[config.mk]
export PLATFORM = sky130hd
export DESIGN_NAME = instruction_fetch_stage
export DESIGN_NICKNAME = d
export VERILOG_FILES = /design/src/rtl/instruction_fetch_stage.sv
export SDC_FILE = /design/constraint.sdc
export NUM_CORES = 1
export LEC_CHECK = 0
export ABC_AREA = 1
export ABC_CLOCK_PERIOD_IN_PS = 1600
export CORE_AREA = 2 2 87 89
export DETAILED_ROUTE_END_ITERATION = 6
export DIE_AREA = 0 0 89 91
export DONT_BUFFER_PORTS = 1
export SLEW_MARGIN = 10
export SYNTH_ARGS = -nofsm -noshare
export SYNTH_HDL_FRONTEND = slang
export SYNTH_SLANG_ARGS = --single-unit
[constraint.sdc]
create_clock -name clk -period 1.6 [get_ports clk]
set_input_delay 0.16 -clock clk [delete_from_list [all_inputs] [get_ports clk]]
set_output_delay 0.16 -clock clk [all_outputs]
set_load 0.01 [all_outputs]
[src/rtl/instruction_fetch_stage.sv]
// Instruction fetch stage: fetches one word per PC over a req/ack memory
// handshake and holds it in an instruction register for the decoder.
module instruction_fetch_stage #(
    parameter int unsigned ADDR_W   = 16,
    parameter int unsigned DATA_W   = 16,
    parameter int unsigned MAX_WAIT = 15
) (
    input  logic              clk,
    input  logic              reset_n,
    input  logic [ADDR_W-1:0] addr_inst,
    input  logic              flush,
    output logic              pc_advance,
    output logic              mem_req,
    output logic [ADDR_W-1:0] mem_addr,
    input  logic              mem_ack,
    input  logic [DATA_W-1:0] mem_rdata,
    output logic [DATA_W-1:0] inst_out,
    output logic [ADDR_W-1:0] inst_pc,
    output logic              inst_valid,
    input  logic              inst_ready,
    output logic              fetch_fault
);

    localparam logic [2:0] S_IDLE  = 3'd0;
    localparam logic [2:0] S_WAIT  = 3'd1;
    localparam logic [2:0] S_FULL  = 3'd2;
    localparam logic [2:0] S_DROP  = 3'd3;
    localparam logic [2:0] S_FAULT = 3'd4;

    logic [2:0] state;
    logic [7:0] wait_cnt;
    logic       timeout;

    assign timeout = (wait_cnt == 8'(MAX_WAIT));

    // Combinational so the PC steps on the same edge that captures the word,
    // and can never coincide with a flush.
    assign pc_advance = (state == S_WAIT) && mem_ack && !flush;

    always_ff @(posedge clk or negedge reset_n) begin
        if (!reset_n) begin
            state       <= S_IDLE;
            mem_req     <= 1'b0;
            mem_addr    <= '0;
            inst_out    <= '0;
            inst_pc     <= '0;
            inst_valid  <= 1'b0;
            fetch_fault <= 1'b0;
            wait_cnt    <= '0;
        end else begin
            case (state)
                S_IDLE: begin
                    mem_addr <= addr_inst;
                    mem_req  <= 1'b1;
                    wait_cnt <= '0;
                    state    <= S_WAIT;
                end
                S_WAIT, S_DROP: begin
                    if (mem_ack) begin
                        mem_req <= 1'b0;
                        if ((state == S_WAIT) && !flush) begin
                            inst_out   <= mem_rdata;
                            inst_pc    <= mem_addr;
                            inst_valid <= 1'b1;
                            state      <= S_FULL;
                        end else begin
                            state <= S_IDLE;
                        end
                    end else if (timeout) begin
                        mem_req     <= 1'b0;
                        fetch_fault <= 1'b1;
                        state       <= S_FAULT;
                    end else begin
                        if (wait_cnt != '1) begin
                            wait_cnt <= wait_cnt + 8'd1;
                        end
                        // Request stays up; the returning word is discarded later.
                        if (flush) begin
                            state <= S_DROP;
                        end
                    end
                end
                S_FULL: begin
                    if (flush || inst_ready) begin
                        inst_valid <= 1'b0;
                        state      <= S_IDLE;
                    end
                end
                S_FAULT: begin
                    mem_req     <= 1'b0;
                    inst_valid  <= 1'b0;
                    fetch_fault <= 1'b1;
                end
                default: begin
                    mem_req    <= 1'b0;
                    inst_valid <= 1'b0;
                    state      <= S_IDLE;
                end
            endcase
        end
    end

endmodule

---- After elaboration in Yosys (flattened, before gate mapping) ----
Index checks and enable logic that the tools add are counted.
operators by class
  multipliers ............................. 0
  reductions and logical operators ........ 15
  bitwise gates (word level) .............. 3
  mux-type cells .......................... 20
  $lt $le $gt $ge ......................... 0
  add/sub/neg operators ................... 1
  equal/unequal tests ..................... 15
  shifts and indexed selects .............. 0
  divide/modulo/power cells ............... 0
operator list
  operator             count
  $mux 8               3
  $pmux 8 s2           1
  $ne 2x2->1 const B   7
  $mux 3               4
  $pmux 3 s4           1
  $reduce_and 3->1     3
  $add 8x1->8 const B  1
  $eq 8x4->1 const B   1
  $ne 8x8->1 const B   1
  $reduce_and 4->1     2
  $mux 1               7
  $eq 3x2->1 const B   2
  $pmux 1 s3           2
  $ne 4x4->1 const B   1
  $reduce_bool 2->1    2
  $eq 3x1->1 const B   1
  $eq 3x3->1 const B   1
  $logic_and 1x1->1    3
  $logic_not 3->1      1
  $ne 3x3->1 const B   1
  $not 1->1            3
  $mux 2               1
  $pmux 1 s2           1
  $reduce_and 2->1     1
  other kinds (3)      3
storage, ports and cells
  bits in read-only memories .............. 0
  memory bits (writable) .................. 0
  bits in registers ....................... 62
  logic and storage cells ................. 62
  memories ................................ 0
  output and inout bits ................... 52
  bits of input ports ..................... 37
  latch bits .............................. 0

---- Depth between registers and ports, before layout ----
  depth in word-level cells ............... 5
  mapped depth ............................ 9
  gate-level depth less buffers ........... 9

---- Worst setup path before layout ----
Ideal clock, no wire load.
  path type ............................... register to register
  from .................................... register wait_cnt[0]
  to ...................................... register wait_cnt[7]
  setup time .............................. 116 ps
  cell stages (with the launch flop) ...... 9
  arrival time ............................ 1207 ps
  clock period less this slack ............ 1323 ps
  buffers on the path ..................... 0
  required time ........................... 1484 ps
  slack ................................... 277 ps
  path through ............................ dfrtp_1 > ha_1 > nand3_1 > nor2_2 > nand2_2 > nand2_1 > nor2_1 > nand2_1 > nand2_1
on the way
  longest elaborated chain between the ends .. 5
  elaborated cells between the ends (all ways) .. 10
  those cells by class .................... add/sub: 1; eq/ne: 4; mux: 4; reduce/logical: 1
ends and longest elaborated chain
  what                    line  text
  from (decl)             31    logic [7:0] wait_cnt;
  from (signal assigned)  75    wait_cnt <= wait_cnt + 8'd1;
  $add 8x1->8             75
  $mux 8                  74    if (wait_cnt != '1) begin
  $mux 8                  69    end else if (timeout) begin
  $mux 8                  59    if (mem_ack) begin
  $pmux 8 s2              51    case (state)
Several ways; a longest one is shown, not always the timed one. The select of a mux whose other input is x is not followed.
A chain may end at the register's enable or synchronous reset.

---- Final worst setup path ----
  from .................................... register state[2]
  to ...................................... output pc_advance
on the way
  longest elaborated chain between the ends .. 3
ends and longest elaborated chain
  what                             line  text
  from (decl)                      30    logic [2:0] state;
  from (signal assigned)           42    state <= S_IDLE;
  from (signal assigned)           56    state <= S_WAIT;
  from (signal assigned)           65    state <= S_FULL;
  $eq 3x1->1                       38    assign pc_advance = (state == S_WAIT) && mem_ack && !flush;
  $logic_and 1x1->1 (2 in series)  38
  to (decl)                        12    output logic pc_advance,
Every way passes these cells.

==> impl_summary.txt <==
----------------------------------------------------
[Yosys]
  Portion of the post-synthesis area used by sequential elements ... 0.554
  Net count after synthesis ... 343
  Synth unique cells ... 29
  Number of flip-flops and latches in the synthesized netlist ... 62
  Number of warnings printed during yosys synthesis ... 0
  Synthesized netlist cell count ... 305
  Cell area after technology mapping ... 0.00280 mm²
  Mean instance size in the synthesized netlist ... 9.18 µm²

[Power]
  Lkg Pwr ... 1.75 nW
  Peak supply drop ... 0.787 mV
  Post-route total power ... 6.63 mW
  Share of power burned in combinational logic ... 0.295
  Power share of the sequential group ... 0.467
  Net switching share of the total power ... 0.392
  Share of total power in the clock network ... 0.238
  Pwr Density ... 1870 mW/mm²
  Net Sw Power ... 2.60 mW
  Design internal power ... 4.03 mW

[CTS]
  Depth of the CTS H-tree ... 3
  Number of clock sinks ... 62
  Total CTS buffers ... 9
  Clock tree from TritonCTS ... built
  Clock network latency to the later pin of the worst-skew pair ... 0.35 ns
  Maximum clock path buffer count ... 2
  Register clock-pin slew on the reported worst setup and hold paths ... 0.09 ns
  Root buffer selected by CTS ... clkbuf_8

[Timing]
  Final hold vios ... 0
  Worst setup skew after layout ... 0.0161 ns
  Actual slew at the worst max-slew pin ... 0.303 ns
  Final Critical Period ... 1.51 ns
  Max-slew violation total from the final report ... 0
  Final setup fails ... 0
  Setup TNS ... 0 ns
  Period utilization ... 0.945
  Worst max-slew margin expressed relative to the limit ... 0.798
  Highest attainable clock frequency ... 662 MHz

[Global routing]
  Residual overflow from global routing ... 0
  Global-route wire length before repair ... 9.78 mm
  Vias in the first global route ... 2047
  Number of antenna violations at the first check in global routing ... 0
  Maximum number of pins on one net before global-route repair ... 63
  Total global-route track usage ... 0.156

[Route]
  Mean routed wirelength per cell ... 13.9 µm
  Via density per instance ... 4.72
  DR iter-0 viols ... 67
  Drt first pass iters ... 4
  Aggregate routed wire length ... 6.29 mm
  Count of antenna-violating nets left after detailed routing ... 0
  Vias after detailed routing ... 2136
  DR DRC count ... 0

[Hold path]
  Worst min path class ... primary input to flip-flop

[Finish]
  Layout Area Growth over Synthesis ... 26.7%
  Share of post-route cells with drive strength above 1 ... 0.172
  Area of the multi-input gates ... 0.00116 mm²
  Antenna diode count ... 0
  Filler cells ... 662
  Post-route insts no fill ... 453
  Number of nets in the layout ... 387
  Area of all sequential standard cells ... 0.00155 mm²

[Critical path]
  Critical Path RT ... 1.44 ns
  Endpoint kind of the worst setup timing path ... output pin
  Worst Path Class, Setup ... flip-flop to output pin
  Largest driver fanout on the critical path ... 22
  Startpoint type of the worst setup path ... flip-flop
  Arr. time, crit path ... 1.35 ns

[Floorplan]
  Floorplan die height ... 91 µm
  Die footprint ... 0.00810 mm²
  Floorplan core area ... 0.00714 mm²
  Initial Utilization ... 0.392
  X dimension of the die ... 89 µm
  I/O Pins ... 89
  Standard-cell rows ... 31

[Placed design]
  Routability Congestion ... 0.809
  IO buf count ... 0
  DP Wirelength ... 3.93 mm
  Placed Instances ... 401

[Run status]
  Result of the run ... finished clean

[Job]
  Max_cap viols ... 0

----------------------------------------------------
-- placed cells by master (no fill, tap or decap), types with 2 or more instances in the layout --
cell / synthesis / final
nor2_4: 0 / 3
nor2_1: 24 / 23
dfrtp_1: 62 / 61
nor2_2: 4 / 2
nand2_1: 133 / 133
mux2_4: 9 / 9
nand3_1: 14 / 14
nand2_2: 4 / 4
dlygate4sd3_1: 0 / 34
xor2_1: 2 / 2
nand2_8: 1 / 2
inv_1: 11 / 10
mux2_2: 6 / 6
inv_6: 0 / 3
nand2_4: 3 / 2
bufinv_16: 0 / 2
a21oi_1: 5 / 5
nand3_2: 2 / 2
o21ai_0: 5 / 5
clkbuf_8: 0 / 9
inv_2: 3 / 3
buf_4: 3 / 5
-- cell usage after synthesis --
library cell | n | area (µm²)
xor2_1 | 2 | 17.5
nand2_1 | 133 | 499
buf_2 | 2 | 10.0
nor2_1 | 24 | 90.1
inv_1 | 11 | 41.3
nor2_2 | 4 | 25.0
nand3_1 | 14 | 70.1
xnor2_1 | 1 | 8.76
o21ai_1 | 1 | 5.00
nand2_4 | 3 | 33.8
o211ai_1 | 1 | 7.51
nand2_2 | 4 | 25.0
buf_4 | 3 | 22.5
nand4_1 | 1 | 6.26
nor3_2 | 1 | 10.0
clkbuf_1 | 1 | 3.75
mux2_4 | 9 | 135
o21ai_2 | 1 | 8.76
o21ai_0 | 5 | 25.0
a21oi_1 | 5 | 25.0
dfrtp_1 | 62 | 1550
inv_2 | 3 | 11.3
mux2_2 | 6 | 67.6
buf_6 | 2 | 22.5
nand3_2 | 2 | 20.0
nand3_4 | 1 | 17.5
nand2_8 | 1 | 20.0
nand3b_1 | 1 | 7.51
ha_1 | 1 | 12.5
-- stage by stage --
step	hold WS, ns	util	instance area (µm²)	setup slack, ns
2_1_floorplan	-0.136	-	2800	0.277
4_1_cts	-0.514	0.485	3460	0.0158
3_3_place_gp	-0.134	0.407	2900	0.104
3_5_place_dp	-0.134	0.407	2900	0.0646
5_1_grt	0.0842	0.497	3550	-0.0104
6_report	0.0637	0.497	3550	0.0887
-- power by group through the flow --
stage	clock, mW	combinational (mW)	sequential (mW)
after floorplan	0	1.57	2.95
after global placement	0	1.76	3.10
after detailed placement	0	1.80	3.11
after CTS	1.62	1.88	3.08
after global routing	1.68	2.22	3.20
final	1.58	1.95	3.09
-- critical path, cell delays in order (launching register included) --
cell and delay [ns]:
dfrtp_1 0.46, nor2_4 0.15, nand3_2 0.12, inv_2 0.11
buf_12 0.16
-- metal layers --
layer | global-route usage | wire, µm | up-vias | part of all wire
met4 | 0.0659 | 82 | 0 | 0.013
met1 | 0.199 | 2730 | 1005 | 0.43
met2 | 0.239 | 2930 | 75 | 0.47
met5 | 0 | 0 | - | 0
li1 | - | - | 1046 | -
met3 | 0.0536 | 542 | 10 | 0.086
-- cell type report --
| cell class | instances | share of cell area |
|---|---|---|
| Sequential cell | 62 | 0.438 |
| Multi-Input combinational cell | 221 | 0.328 |
| Timing Repair Buffer | 41 | 0.120 |
| Clock buffer | 9 | 0.0349 |
| Tap cell | 99 | 0.0349 |
| Clock inverter | 7 | 0.0289 |
| Inverter | 14 | 0.0155 |
-- flip-flops by register name, summed over array words and instances, names as in the netlist --
| name | cells |
|---|---|
| inst_out | 16 |
| inst_pc | 16 |
| mem_addr | 16 |
| wait_cnt | 8 |
| state | 3 |
| fetch_fault | 1 |
| inst_valid | 1 |
| mem_req | 1 |
-- repair_timing --
item,4_1_cts,5_1_grt
buffers inserted,0,1
endpoints found under the setup margin,1,9
gates resized for setup,1,10
endpoints found under the hold margin,96,62
hold buffers,33,2
-- cells by family (layout without fill, tap and decap cells) --
logic type | Yosys count | in the layout | share of synthesized area
mux | 15 | 15 | 0.0724
fa+ha+maj | 1 | 1 | 0.00447
simple gates | 189 | 189 | 0.294
buf+inv | 22 | 71 | 0.0398
compound gates | 13 | 13 | 0.0255
xor+xnor | 3 | 3 | 0.00939
flops | 62 | 62 | 0.554
-- final timing paths --
check	from	end	slack (ns)	cells after the start
min in group asynchronous	reset_n	mem_addr[0]$_DFFE_PN0P_	0.37	2
worst min-delay path	mem_ack	state[0]$_DFFE_PN0P_	0.06	3
worst min register to register	wait_cnt[1]$_DFFE_PN0P_	wait_cnt[1]$_DFFE_PN0P_	0.53	2
worst max register to register	state[1]$_DFFE_PN0P_	wait_cnt[5]$_DFFE_PN0P_	0.15	8
worst max-delay path	state[2]$_DFFE_PN0P_	pc_advance	0.09	4
max in group asynchronous	reset_n	wait_cnt[1]$_DFFE_PN0P_	0.97	2
(Power assumes the default switching activity.)
